==> config.mk <==
export PLATFORM = sky130hd
export DESIGN_NAME = execute_state
export DESIGN_NICKNAME = d
export VERILOG_FILES = /design/src/rtl/otter_pkg.sv /design/src/rtl/otter_alu.sv /design/src/rtl/execute_state.sv
export SDC_FILE = /design/constraint.sdc
export NUM_CORES = 1
export LEC_CHECK = 0
export BUFFER_PORTS_ARGS = -buffer_cell sky130_fd_sc_hd__buf_4
export CORE_MARGIN = 4
export CORE_UTILIZATION = 52
export CTS_BUF_LIST = sky130_fd_sc_hd__clkbuf_8
export DETAILED_ROUTE_END_ITERATION = 8
export GPL_ROUTABILITY_DRIVEN = 1
export HOLD_SLACK_MARGIN = 0.1
export PLACE_DENSITY = 0.8
export SYNTH_ARGS = -nofsm -noshare
export SYNTH_HDL_FRONTEND = slang
export SYNTH_SLANG_ARGS = --single-unit
==> constraint.sdc <==
create_clock -name REG_CLOCK -period 3.9 [get_ports REG_CLOCK]
set_input_delay 0.39 -clock REG_CLOCK [delete_from_list [all_inputs] [get_ports REG_CLOCK]]
set_output_delay 0.39 -clock REG_CLOCK [all_outputs]
set_load 0.005 [all_outputs]
==> src/rtl/otter_pkg.sv <==
// Shared definitions for the OTTER RV32I execute stage.
//   alu_fun_t      : 4-bit ALU function codes
//   OP_*           : opcodes that transfer control (IR[6:0])
//   F3_*           : branch funct3 codes (IR[14:12])
//   ex_ctrl_t      : control bits carried into the execute register
package otter_pkg;

  typedef enum logic [3:0] {
    ALU_ADD  = 4'b0000,
    ALU_SLL  = 4'b0001,
    ALU_SLT  = 4'b0010,
    ALU_SLTU = 4'b0011,
    ALU_XOR  = 4'b0100,
    ALU_SRL  = 4'b0101,
    ALU_OR   = 4'b0110,
    ALU_AND  = 4'b0111,
    ALU_SUB  = 4'b1000,
    ALU_LUI  = 4'b1001,
    ALU_SRA  = 4'b1101
  } alu_fun_t;

  localparam logic [6:0] OP_BRANCH = 7'b1100011;
  localparam logic [6:0] OP_JAL    = 7'b1101111;
  localparam logic [6:0] OP_JALR   = 7'b1100111;

  localparam logic [2:0] F3_BEQ  = 3'b000;
  localparam logic [2:0] F3_BNE  = 3'b001;
  localparam logic [2:0] F3_BLT  = 3'b100;
  localparam logic [2:0] F3_BGE  = 3'b101;
  localparam logic [2:0] F3_BLTU = 3'b110;
  localparam logic [2:0] F3_BGEU = 3'b111;

  typedef struct packed {
    logic       regwrite;
    logic       memwrite;
    logic       memread2;
    logic [1:0] rf_wr_sel;
  } ex_ctrl_t;

endpackage

==> src/rtl/otter_alu.sv <==
// Combinational RV32I ALU.
//   a, b     : operands (shift amount is b[4:0])
//   alu_fun  : function code (see otter_pkg::alu_fun_t); unlisted codes give 0
//   result   : a <op> b, add/sub wrap modulo 2^XLEN
module otter_alu
  import otter_pkg::*;
#(
  parameter int XLEN = 32
) (
  input  logic [XLEN-1:0] a,
  input  logic [XLEN-1:0] b,
  input  logic [3:0]      alu_fun,
  output logic [XLEN-1:0] result
);

  logic [4:0] shamt;
  assign shamt = b[4:0];

  always_comb begin
    // NOTE: default assignment first so no path leaves result unassigned (no latch).
    result = '0;
    case (alu_fun)
      ALU_ADD:  result = a + b;
      ALU_SUB:  result = a - b;
      ALU_SLL:  result = a << shamt;
      ALU_SLT:  result = {{(XLEN-1){1'b0}}, ($signed(a) < $signed(b))};
      ALU_SLTU: result = {{(XLEN-1){1'b0}}, (a < b)};
      ALU_XOR:  result = a ^ b;
      ALU_SRL:  result = a >> shamt;
      ALU_SRA:  result = $unsigned($signed(a) >>> shamt);
      ALU_OR:   result = a | b;
      ALU_AND:  result = a & b;
      ALU_LUI:  result = a;
      default:  result = '0;
    endcase
  end

endmodule

==> src/rtl/execute_state.sv <==
// OTTER execute stage: ALU, branch/jump resolution, wrong-path squashing and
// the execute pipeline register feeding the memory stage.
//   REG_CLOCK / REG_RESET : clock, synchronous active-low reset
//   DEC_*                 : registered decode bundle (operands, immediates, IR, PC+4, control)
//   MEM_STALL             : memory stage busy, hold every register
//   EX_*                  : execute register outputs, EX_REDIRECT/EX_TARGET steer fetch
// Optional build macro OTTER_EXEC_PERF_EN adds EX_BR_TAKEN_CNT and EX_SQUASH_CNT.
module execute_state
  import otter_pkg::*;
#(
  parameter int XLEN         = 32,
  parameter int SQUASH_DEPTH = 2
) (
  input  logic            REG_CLOCK,
  input  logic            REG_RESET,
  input  logic            DEC_VALID,
  input  logic [XLEN-1:0] DEC_PC_OUT,
  input  logic [XLEN-1:0] DEC_ALU_A,
  input  logic [XLEN-1:0] DEC_ALU_B,
  input  logic [XLEN-1:0] DEC_RS2,
  input  logic [XLEN-1:0] DEC_J_TYPE,
  input  logic [XLEN-1:0] DEC_B_TYPE,
  input  logic [XLEN-1:0] DEC_I_TYPE,
  input  logic [31:0]     DEC_MEM_IR,
  input  logic [3:0]      DEC_ALU_FUN,
  input  logic            DEC_REGWRITE,
  input  logic            DEC_MEMWRITE,
  input  logic            DEC_MEMREAD_2,
  input  logic [1:0]      DEC_RF_WR_SEL,
  input  logic            MEM_STALL,
  output logic            EX_VALID,
  output logic [XLEN-1:0] EX_ALU_RESULT,
  output logic [XLEN-1:0] EX_RS2,
  output logic [XLEN-1:0] EX_PC_4,
  output logic [31:0]     EX_MEM_IR,
  output logic            EX_REGWRITE,
  output logic            EX_MEMWRITE,
  output logic            EX_MEMREAD_2,
  output logic [1:0]      EX_RF_WR_SEL,
  output logic            EX_REDIRECT,
  output logic [XLEN-1:0] EX_TARGET
`ifdef OTTER_EXEC_PERF_EN
  ,
  output logic [31:0]     EX_BR_TAKEN_CNT,
  output logic [31:0]     EX_SQUASH_CNT
`endif
);

  localparam int CNT_W = (SQUASH_DEPTH < 1) ? 1 : $clog2(SQUASH_DEPTH + 1);

  logic [CNT_W-1:0] squash_cnt;
  logic [XLEN-1:0]  alu_result;
  logic             taken;
  logic [XLEN-1:0]  target;
  logic             live;
  logic             accept;
  ex_ctrl_t         dec_ctrl;
  ex_ctrl_t         ex_ctrl;

  otter_alu #(.XLEN(XLEN)) u_alu (
    .a       (DEC_ALU_A),
    .b       (DEC_ALU_B),
    .alu_fun (DEC_ALU_FUN),
    .result  (alu_result)
  );

  assign accept = REG_RESET && !MEM_STALL;
  assign live   = DEC_VALID && (squash_cnt == '0);

  assign dec_ctrl = '{regwrite:  DEC_REGWRITE,
                      memwrite:  DEC_MEMWRITE,
                      memread2:  DEC_MEMREAD_2,
                      rf_wr_sel: DEC_RF_WR_SEL};

  // Branch compare uses the raw rs2 value, since operand B may hold an immediate.
  // PC-relative targets subtract 4 because the bundle carries PC+4.
  always_comb begin
    taken  = 1'b0;
    target = '0;
    case (DEC_MEM_IR[6:0])
      OP_BRANCH: begin
        target = (DEC_PC_OUT - XLEN'(4)) + DEC_B_TYPE;
        case (DEC_MEM_IR[14:12])
          F3_BEQ:  taken = (DEC_ALU_A == DEC_RS2);
          F3_BNE:  taken = (DEC_ALU_A != DEC_RS2);
          F3_BLT:  taken = ($signed(DEC_ALU_A) <  $signed(DEC_RS2));
          F3_BGE:  taken = ($signed(DEC_ALU_A) >= $signed(DEC_RS2));
          F3_BLTU: taken = (DEC_ALU_A <  DEC_RS2);
          F3_BGEU: taken = (DEC_ALU_A >= DEC_RS2);
          default: taken = 1'b0;
        endcase
      end
      OP_JAL: begin
        taken  = 1'b1;
        target = (DEC_PC_OUT - XLEN'(4)) + DEC_J_TYPE;
      end
      OP_JALR: begin
        taken  = 1'b1;
        target = (DEC_ALU_A + DEC_I_TYPE) & ~XLEN'(1);
      end
      default: begin
        taken  = 1'b0;
        target = '0;
      end
    endcase
  end

  always_ff @(posedge REG_CLOCK) begin
    // NOTE: reset is sampled on the clock edge and covers every register here;
    // the design holds no memory arrays, so nothing is left unreset.
    if (!REG_RESET) begin
      EX_VALID      <= 1'b0;
      EX_ALU_RESULT <= '0;
      EX_RS2        <= '0;
      EX_PC_4       <= '0;
      EX_MEM_IR     <= '0;
      ex_ctrl       <= '0;
      EX_REDIRECT   <= 1'b0;
      EX_TARGET     <= '0;
      squash_cnt    <= '0;
    end else if (accept) begin
      // NOTE: non-blocking assignments so every register samples pre-edge values.
      EX_VALID      <= live;
      EX_ALU_RESULT <= alu_result;
      EX_RS2        <= DEC_RS2;
      EX_PC_4       <= DEC_PC_OUT;
      EX_MEM_IR     <= DEC_MEM_IR;
      ex_ctrl       <= live ? dec_ctrl : '{regwrite: 1'b0, memwrite: 1'b0,
                                           memread2: 1'b0, rf_wr_sel: dec_ctrl.rf_wr_sel};
      EX_REDIRECT   <= live && taken;
      if (live && taken) begin
        EX_TARGET <= target;
      end
      // Squashing only consumes real instructions; bubbles leave the count alone.
      // A taken transfer seen while squashing is wrong-path and cannot reload.
      if (squash_cnt != '0) begin
        if (DEC_VALID) begin
          squash_cnt <= squash_cnt - CNT_W'(1);
        end
      end else if (DEC_VALID && taken) begin
        squash_cnt <= CNT_W'(SQUASH_DEPTH);
      end
    end
  end

  assign EX_REGWRITE  = ex_ctrl.regwrite;
  assign EX_MEMWRITE  = ex_ctrl.memwrite;
  assign EX_MEMREAD_2 = ex_ctrl.memread2;
  assign EX_RF_WR_SEL = ex_ctrl.rf_wr_sel;

`ifdef OTTER_EXEC_PERF_EN
  always_ff @(posedge REG_CLOCK) begin
    if (!REG_RESET) begin
      EX_BR_TAKEN_CNT <= '0;
      EX_SQUASH_CNT   <= '0;
    end else if (accept) begin
      if (live && taken) begin
        EX_BR_TAKEN_CNT <= EX_BR_TAKEN_CNT + 32'd1;
      end
      if (DEC_VALID && (squash_cnt != '0)) begin
        EX_SQUASH_CNT <= EX_SQUASH_CNT + 32'd1;
      end
    end
  end
`endif

endmodule

## Word-level counts from Yosys, hierarchy flattened

Index checks and enable logic that the tools add are counted.

| cells by class | value |
|---|---|
| reduce and logical (&&, ||, !) cells | 13 |
| add/subtract/negate cells | 7 |
| equality and inequality tests | 21 |
| muxes and demuxes | 8 |
| magnitude comparators | 6 |
| shift operators | 3 |
| bitwise operators | 3 |

Operator list:

| operator | count |
|---|---|
| 32-bit case mux with 11 select lines | 1 |
| 32-bit adder | 4 |
| 32-bit < comparator | 4 |
| 32-bit case mux with 3 select lines | 1 |
| 32-bit greater-or-equal comparator | 2 |
| 32-bit AND | 1 |
| 32-bit == test | 1 |
| 32-bit inequality test | 1 |
| 32-bit OR | 1 |
| 32-bit by 5-bit << shifter with 32-bit output | 1 |
| 32-bit by 5-bit >> shifter with 32-bit output | 1 |
| 32-bit by 5-bit >>> shifter with 32-bit output | 1 |
| 32-bit by 3-bit subtractor with 32-bit output (second input constant) | 1 |
| 32-bit subtractor | 1 |
| 32-bit bitwise XOR | 1 |
| 7-bit == test (second input constant) | 3 |
| 4-bit by 3-bit == test with 1-bit output (second input constant) | 4 |
| 3-bit == test (second input constant) | 4 |
| 4-bit == test (second input constant) | 3 |
| 4-bit by 2-bit == test with 1-bit output (second input constant) | 2 |
| 2-bit two-way mux | 3 |
| 1-bit case mux with 6 select lines | 1 |
| 5-bit two-way mux | 1 |
| 4-bit by 1-bit == test with 1-bit output (second input constant) | 1 |
| other kinds (13) | 17 |

| word-level totals | value |
|---|---|
| flip-flop bits (word level) | 169 |
| input bits | 269 |
| output and inout bits | 167 |

## Logic depth before layout (Yosys ltp)

Gate-level depths: netlist (run 1).

| logic depth | value |
|---|---|
| word-level depth | 6 |
| mapped depth | 17 |

## By module

A second synthesis (run 1) with hierarchy kept.

| unflattened totals | value |
|---|---|
| cell total of the unflattened synthesis | 2,690 |
| area, all modules | 20,196.9 µm² |

Modules (own cells, without submodules):

| module | seq. area each (µm²) | cells an instance | times used | area each (µm²) |
|---|---|---|---|---|
| execute_state | 3,383.2 | 1,321 | 1 | 11,412.2 |
| otter_alu | 0.0 | 1,369 | 1 | 8,784.7 |

## Worst setup path before layout (run 1)

Ideal clock, no wire load.

| path | value |
|---|---|
| path type | input to register |
| from | input DEC_PC_OUT[8] |
| to | register EX_TARGET[23] |
| setup slack | -0.175 ns |
| library setup time | 0.091 ns |
| stages | 15 |
| data required time | 3.809 ns |
| data arrival time | 3.984 ns |
| cell sequence | or4_1 > or4_4 > nor4_1 > nand2b_1 > xnor2_1 > ha_1 > nand2_1 > nor2_1 > nand2_1 > o311ai_0 > nor2_1 > o21ai_0 > xnor2_1 > nand2_1 > a311oi_1 |

| on the way | value |
|---|---|
| cells in the longest elaborated chain, start to end | 3 |

RTL lines:

| item | RTL line | RTL |
|---|---|---|
| start, declared | execute_state.sv:17 | `input logic [XLEN-1:0] DEC_PC_OUT,` |
| 32-bit by 3-bit subtractor with 32-bit output (*) | execute_state.sv:82, execute_state.sv:95 |  |
| 32-bit adder, on equally long branches | execute_state.sv:95, execute_state.sv:82 |  |
| 32-bit case mux with 3 select lines (*) | execute_state.sv:80 | `case (DEC_MEM_IR[6:0])` |
| end signal, assigned | execute_state.sv:132 | `EX_TARGET <= target;` |
| end, declared | execute_state.sv:41 | `output logic [XLEN-1:0] EX_TARGET` |

Every way passes the cells marked *; elsewhere a longest branch is shown, timed or not.
A chain may end at the register's enable or synchronous reset.

## Worst setup path after layout (run 1)

| path | value |
|---|---|
| from | input DEC_MEM_IR[4] |
| to | register EX_TARGET[28] |

| on the way | value |
|---|---|
| cells in the longest elaborated chain, start to end | 5 |

RTL lines:

| item | RTL line | RTL |
|---|---|---|
| start, declared | execute_state.sv:24 | `input logic [31:0] DEC_MEM_IR,` |
| 7-bit == test | execute_state.sv:80 |  |
| 2-bit OR reduction (no source line) | - |  |
| 1-bit case mux with 2 select lines | execute_state.sv:80 |  |
| 1-bit logical AND | execute_state.sv:131 | `if (live && taken) begin` |
| 2-bit AND reduction (no source line) | - |  |

Parallel ways exist; a longest one is shown, timed or not.

==> metrics.txt, run 1 <==
horizontal die dimension=202.8 um; Congestion Overflow GR=0; count of buffer and inverter cells on the critical path=3; number of flip-flops and latches in the synthesized netlist=169; number of detailed-routing iterations run before antenna repair=9; detailed-route vias per instance=6.762; Critical Path Max Stage Delay=0.39 ns; count of input and output buffers=435; share of the synthesized area in the top cell type=17.14%; Netlist Area Pre-Place=0.01974 sq mm; area of the core=0.03758 sq mm; Setup Total Neg Slack=-0.0008331 ns; net count after synthesis=around 3000; failing checks=design-rule violations, negative setup slack; row cnt=between 70 and 80; wire length of the first global-routing pass=~140 mm; Internal=3.660 mW; Yosys cell types=83; root buf cell=clkbuf_8; die span in y=202.8 um; main area contributors after synthesis=dfxtp_1 (17%), ha_1 (12%), mux2i_1 (7.2%), mux4_2 (6.8%), nor2_1 (5.9%); setup violation total in the final timing report=1; worst slew slack as a fraction of its limit=4.954%; detailed-route via count=24270; CTS max path bufs=2; Post-synth ARST share=0%; clock insertion delay at the later pin of the skew report=0.57 ns; number of cells on the worst reg-to-reg path=8; number of global-route vias before repair=23990; number of enable flip-flop cells after synthesis=0; TritonCTS sink count=169; biggest fanout along the worst timing path=13; period utilisation layout=100.0%; routability congestion estimate=1.073; full die area=0.04114 sq mm; clock skew=0.03497 ns; WHS Path Cells=3; Clock transition at path regs=~0.14 ns; number of standard cells after synthesis=approximately 2500; Max IR drop VDD=roughly 0.27 mV; Initial DRC Count=between 3000 and 4000; count of nets left with antenna violations after detail routing=0; switching power of the nets=2.746 mW; largest net degree at the start of global routing=92; peak clock frequency supported by timing=256.4 MHz; Slowest cell on crit path=fa_1; most used cell, CP=nand3_1; logic gate share of total power=between 40% and 50%; endpoints failing hold=0; initial antenna violation count=7; Top Ports=436; startpoint of the worst hold path=DEC_MEM_IR[18]; worst endpoint required time=4.33 ns; worst reg2reg path startpoint=squash_cnt[0]; share of total power in the clock network=23.7%; CTS H-Tree Depth=4; number of pins with negative max-slew slack in the final report=0; placed wire-length estimate after detailed placement=~74 mm; average routed wire per standard cell=around 28 um; Post-Route Utilization=67.85%; R2R Path End=EX_TARGET[23]; classification of the worst setup path=in2reg; minimum setup slack after placement=-0.4460 ns; ys flop type=dfxtp_1; number of warnings printed during yosys synthesis=0; average size of a mapped cell=7.792 sq um; DRC violation count after routing=35; kind of end point of the critical path=register; layout cells sized above 1=26.42%; Tot Pwr=6.405 mW; Least-Margin Pin Slew=1.408 ns; all-layer global routing usage=44.74%; delay-heaviest family, CP=compound AO/OA/AOI/OAI gates; result of the run=finished, violations left; crit path cell chain=buf_4, nor2b_1, and4_1, nand3_1, buf_12, mux2_2, ha_1, inv_1, fa_1, nand2b_1, a21oi_1, o211ai_1, nand3_1, nand2_2, o31ai_4, xnor2_1, a22oi_1, a211oi_1; number of nets in the final layout=~3500; clock tree from TritonCTS=built; minimum setup slack in the final design=-0.0008331 ns; path type of the worst min-delay path=in2reg; CTS Buf Count=17; switching share of power=42.86%; largest area contributor in the netlist=dfxtp_1; sequential power share=29.2%; leakage power figure=11.67 nW; effective utilization at floorplan=52.52%; power density over the cells=251.2 mW/mm^2; routed wire length=99.09 mm; clock period minus worst slack=3.901 ns; synthesis-to-layout area growth=29.17%; max capacitance violation total=0; FF-to-FF setup slack=1.54 ns; Worst EP arrival=between 4 and 5 ns; sequential fraction of the synthesis area=17.14%; sink of the worst hold path=EX_MEM_IR[18]; CP Depth=18; type of element launching the critical path=primary input
-- registers in the layout (all words and copies together) (netlist names) --
register and cells:
EX_ALU_RESULT 32, EX_MEM_IR 32, EX_PC_4 32, EX_RS2 32, EX_TARGET 32, EX_RF_WR_SEL 2
squash_cnt 2, EX_MEMREAD_2 1, EX_MEMWRITE 1, EX_REDIRECT 1, EX_REGWRITE 1, EX_VALID 1
-- Yosys cell counts, types with 20 or more instances --
library cell  count
a211oi_1         47
a21o_1           40
a21oi_1         200
a221oi_1         20
a22oi_1          24
clkbuf_1        117
dfxtp_1         169
ha_1            193
inv_1           154
mux2_2           36
mux2i_1         142
mux4_2           60
nand2_1         193
nand2b_1         29
nand3_1          29
nand4_1          23
nor2_1          308
nor3_1           82
nor4_1           22
o211ai_1         25
o21ai_0         141
o221ai_1         21
o31ai_1          25
xnor2_1          49
xor2_1           33
-- cells by family after synthesis --
group                      after synthesis  share of synthesized area [%]
AOI/OAI and AO/OA                      744                          25.58
xor gates and xnor gates                82                          3.639
adders and majority gates              197                          12.64
buffers and inverters                  312                          6.130
DFF                                    169                          17.14
muxes                                  241                          16.50
and+or+nand+nor                        788                          18.37
-- power by group through the flow --
| stage | Sequential (mW) | Clock, mW | Combinational [mW] |
|---|---|---|---|
| global placement | 1.89 | 0 | 2.74 |
| CTS | 1.86 | 1.46 | 2.85 |
| global route | 1.88 | 1.55 | 3.18 |
| floorplan | 1.90 | 0 | 1.60 |
| finish | 1.87 | 1.52 | 3.01 |
| detailed placement | 1.90 | 0 | 2.80 |
-- worst min-delay path, stage by stage --
cell     delay (ns)
buf_4          0.08
mux2i_1        0.06
nor2_1         0.10
-- metrics by stage --
stage | instance area, sq um | cells | hold slack [ns]
2_1_floorplan | 19740 | 2533 | 0.4347
3_3_place_gp | 24560 | 3516 | 0.4357
3_5_place_dp | 24560 | 3516 | 0.4427
4_1_cts | 25330 | 3580 | 0.1009
5_1_grt | 25490 | 3590 | 0.09884
6_report | 25490 | 3590 | 0.09896
-- layout by cell type, fill, tap and decap left out, types with 21 or more instances in the layout --
master	n
o211ai_1	25
nor2_1	307
mux2_2	36
nor3_1	77
inv_1	153
o31ai_1	24
xnor2_1	49
o21ai_0	137
nand2_1	192
nand4_1	23
a211oi_1	47
nand3_1	29
nand2b_1	29
mux2i_1	142
o221ai_1	21
dlygate4sd3_1	35
ha_1	192
a21oi_1	198
dfxtp_1	169
mux4_2	60
a22oi_1	24
buf_4	625
xor2_1	33
a21o_1	40
-- layout make-up --
cell class                      instances  area [sq um]
Antenna cell                            6         15.01
Clock buffer                           17         234.0
Clock inverter                         15         217.7
Fill cell                            2941         12080
Inverter                              156         588.1
Multi-Input combinational cell       2052         15300
Sequential cell                       169          3383
Tap cell                              511         639.4
Timing Repair Buffer                  664          5114
-- timing repair --
item | 4_1_cts | 5_1_grt
hold buffers | 32 | 3
buffers inserted | 0 | 1
hold endpoints to repair | 32 | 3
endpoints found under the setup margin | 0 | 32
gates resized for setup | 0 | 24
-- how the worst max path moves through the flow --
stage / startpoint / to / slack [ns]
2_1_floorplan: DEC_ALU_B[3] / EX_ALU_RESULT[20] / 0.01
3_3_place_gp: DEC_PC_OUT[8] / EX_TARGET[23] / -0.31
3_5_place_dp: DEC_PC_OUT[8] / EX_TARGET[27] / -0.45
4_1_cts: DEC_PC_OUT[8] / EX_TARGET[27] / 0.09
5_1_grt: DEC_PC_OUT[8] / EX_TARGET[27] / -0.1
6_report: DEC_MEM_IR[4] / EX_TARGET[28] / -0.0008
-- routing by layer --
layer | vias up | part of all wire, % | track usage (%)
met5 | - | 0.011 | 0
met4 | 2 | 9.0 | 30.38
met3 | 596 | 12 | 10.48
met2 | 1972 | 46 | 76.24
met1 | 11220 | 33 | 49.58
li1 | 10480 | - | -
No activity file was read; power rests on OpenSTA's default activity.
==> run 2, diff against run 1 <==
--- a/config.mk
+++ b/config.mk
@@ -6,13 +6,13 @@
 export NUM_CORES = 1
 export LEC_CHECK = 0
 export BUFFER_PORTS_ARGS = -buffer_cell sky130_fd_sc_hd__buf_4
-export CORE_MARGIN = 4
-export CORE_UTILIZATION = 52
+export CORE_MARGIN = 3
+export CORE_UTILIZATION = 55
 export CTS_BUF_LIST = sky130_fd_sc_hd__clkbuf_8
 export DETAILED_ROUTE_END_ITERATION = 8
 export GPL_ROUTABILITY_DRIVEN = 1
 export HOLD_SLACK_MARGIN = 0.1
-export PLACE_DENSITY = 0.8
+export PLACE_DENSITY = 0.81
 export SYNTH_ARGS = -nofsm -noshare
 export SYNTH_HDL_FRONTEND = slang
 export SYNTH_SLANG_ARGS = --single-unit
==> constraint.sdc (replaced) <==
create_clock -name REG_CLOCK -period 4.2 [get_ports REG_CLOCK]
set_input_delay 0.42 -clock REG_CLOCK [delete_from_list [all_inputs] [get_ports REG_CLOCK]]
set_output_delay 0.42 -clock REG_CLOCK [all_outputs]
set_load 0.005 [all_outputs]
==> run 2 against run 1 <==
Effect of this change: the flow finishes with violations (design-rule violations); utilization increased by 2.1 points; cell area decreased by 4.1%; count of clock-buffer cells in the layout unchanged; critical endpoint is now EX_TARGET[27]; critical path depth unchanged; sequential share of layout area increased by 0.57 points; clock power decreased by 13%; largest power group unchanged; setup slack improved by 0.0051 ns; non-clock buffer count decreased by 101; die area decreased by 7.2%; flip-flop and latch count unchanged.
==> metrics.txt, run 2 (synthesized netlist as in run 1, its figures left out) <==
Clock transition at path regs=0.13 ns; detailed-route via count=24160; clock insertion delay at the later pin of the skew report=approximately 0.54 ns; type of element launching the critical path=primary input; root buf cell=clkbuf_8; biggest fanout along the worst timing path=4; switching share of power=42.53%; routability congestion estimate=1.104; average routed wire per standard cell=27.92 um; startpoint of the worst hold path=DEC_MEM_IR[11]; TritonCTS sink count=169; Congestion Overflow GR=0; number of nets in the final layout=3425; path type of the worst min-delay path=in2reg; Max IR drop VDD=0.2442 mV; instance area at placement=between 0.02 and 0.025 sq mm; setup bufs post-CTS=0; full die area=~0.038 sq mm; placed wire-length estimate after detailed placement=72.19 mm; most common cell after layout, fill and taps aside=buf_4; clock tree from TritonCTS=built; number of global-route vias before repair=~24000; max capacitance violation total=0; number of detailed-routing iterations run before antenna repair=9; classification of the worst setup path=in2reg; switching power of the nets=2.439 mW; worst reg2reg path startpoint=squash_cnt[0]; CTS H-Tree Depth=4; clock skew=0.01732 ns; row cnt=between 60 and 70; Routed met1 length=31.67 mm; count of input and output buffers=between 400 and 500; routed wire length=95.94 mm; wire length of the first global-routing pass=142.1 mm; layout cells sized above 1=between 20 and 25%; unrepaired setup endpoints after global routing=no; synthesis-to-layout area growth=23.84%; Worst Setup SP=DEC_PC_OUT[8]; horizontal die dimension=195.4 um; effective utilization at floorplan=56.44%; all-layer global routing usage=47.44%; max layer used=met5; result of the run=finished, violations left; detailed-route vias per instance=7.031; count of nets left with antenna violations after detail routing=0; CTS Buf Count=17; area of the core=0.03497 sq mm; setup violation total in the final timing report=0; Initial DRC Count=roughly 3200; sequential power share=between 30% and 40%; clock period minus worst slack=roughly 4.2 ns; power density over the cells=approximately 230 mW/mm^2; DRC violation count after routing=4; wire length on met2=43.31 mm; CTS max path bufs=2; endpoints failing hold=0; initial antenna violation count=9; top library cells by usage in the layout, fill and taps aside=buf_4 (558), nor2_1 (308), a21oi_1 (199); worst slew slack as a fraction of its limit=26.03%; share of total power in the clock network=23.1%; leakage power figure=roughly 11 nW; Least-Margin Pin Slew=about 1.1 ns; largest net degree at the start of global routing=80; worst endpoint required time=4.67 ns; Post-Route Utilization=roughly 70%; kind of end point of the critical path=register; number of pins with negative max-slew slack in the final report=0; layout filler cell count=2668; Worst EP arrival=4.66 ns; WL met3=roughly 11 mm; die span in y=roughly 200 um; Top Ports=around 440; post-route standard cell area excluding fillers=around 0.024 sq mm; peak clock frequency supported by timing=238.3 MHz; period utilisation layout=99.90%; logic gate share of total power=46.6%; Internal=between 3 and 4 mW; failing checks=design-rule violations
==> run 2: changes by cell type in the layout (fill, tap and decap cells not counted), sizes merged <==
cell / previous run / this run
buf: 629 / 562
clkinv: 9 / 5
clkinvlp: 0 / 3
diode: 6 / 9
dlygate4sd3: 35 / 1
inv: 161 / 162
==> run 2: worst max-delay path: stages <==
cell and delay, ns:
buf_4 0.11, or4_1 0.60, or4_4 0.50, nor4_1 0.32, buf_4 0.20, nand2b_1 0.07
xnor2_1 0.13, ha_1 0.33, nand2_1 0.09, nor2_1 0.24, nand2_1 0.11, o311ai_0 0.41
buf_4 0.22, o21bai_1 0.11, o21ai_0 0.24, xnor2_1 0.15, a22oi_1 0.09, a211oi_1 0.30
==> run 2: cell type report <==
type / instances / area [sq um] / area share (%)
Timing Repair Buffer: 563 / 4270 / 17.47
Clock inverter: 15 / 183.9 / 0.7525
Tap cell: 455 / 569.3 / 2.329
Multi-Input combinational cell: 2052 / 15190 / 62.15
Sequential cell: 169 / 3383 / 13.84
Inverter: 156 / 588.1 / 2.406
Antenna cell: 9 / 22.52 / 0.09214
Clock buffer: 17 / 234.0 / 0.9573
==> run 2: power groups by stage <==
stage / Sequential (mW) / Combinational (mW) / Clock (mW)
final: 1.74 / 2.67 / 1.32
after CTS: 1.73 / 2.57 / 1.30
after detailed placement: 1.76 / 2.54 / 0
after global routing: 1.74 / 2.83 / 1.36
after floorplan: 1.76 / 1.48 / 0
after global placement: 1.76 / 2.46 / 0
==> run 2: per-layer routing <==
metal,GRT usage [%],up-vias
met1,51.62,11180
met2,77.34,2025
met4,39.74,2
met5,0,-
met3,12.20,651
li1,-,10300
==> run 2: repair_timing <==
item | in CTS | in global routing
hold buffers | 1 | 0
setup endpoints to repair | 0 | 1
gates resized for setup | 0 | 2
hold endpoints to repair | 1 | 0
==> run 2: path summary, 6_finish.rpt <==
check,slack (ns),end,cells after the start
worst max-delay path,0.004,EX_TARGET[27],18
worst min-delay path,0.10,EX_MEM_IR[11],3
worst max register to register,1.75,EX_TARGET[8],8
worst min register to register,0.47,EX_ALU_RESULT[22],2
==> run 2: metrics by stage <==
stage	hold slack, ns	setup slack, ns	total power, mW	TNS [ns]	cells
after floorplan	0.4347	0.09543	3.244	0	2533
after global placement	0.4375	-0.01435	4.218	-0.01435	3394
after detailed placement	0.4437	-0.3107	4.300	-1.205	3394
after CTS	0.1003	0.1242	5.600	0	3427
after global routing	0.1060	0.002315	5.929	0	3436
final	0.1047	0.004304	5.734	0	3436
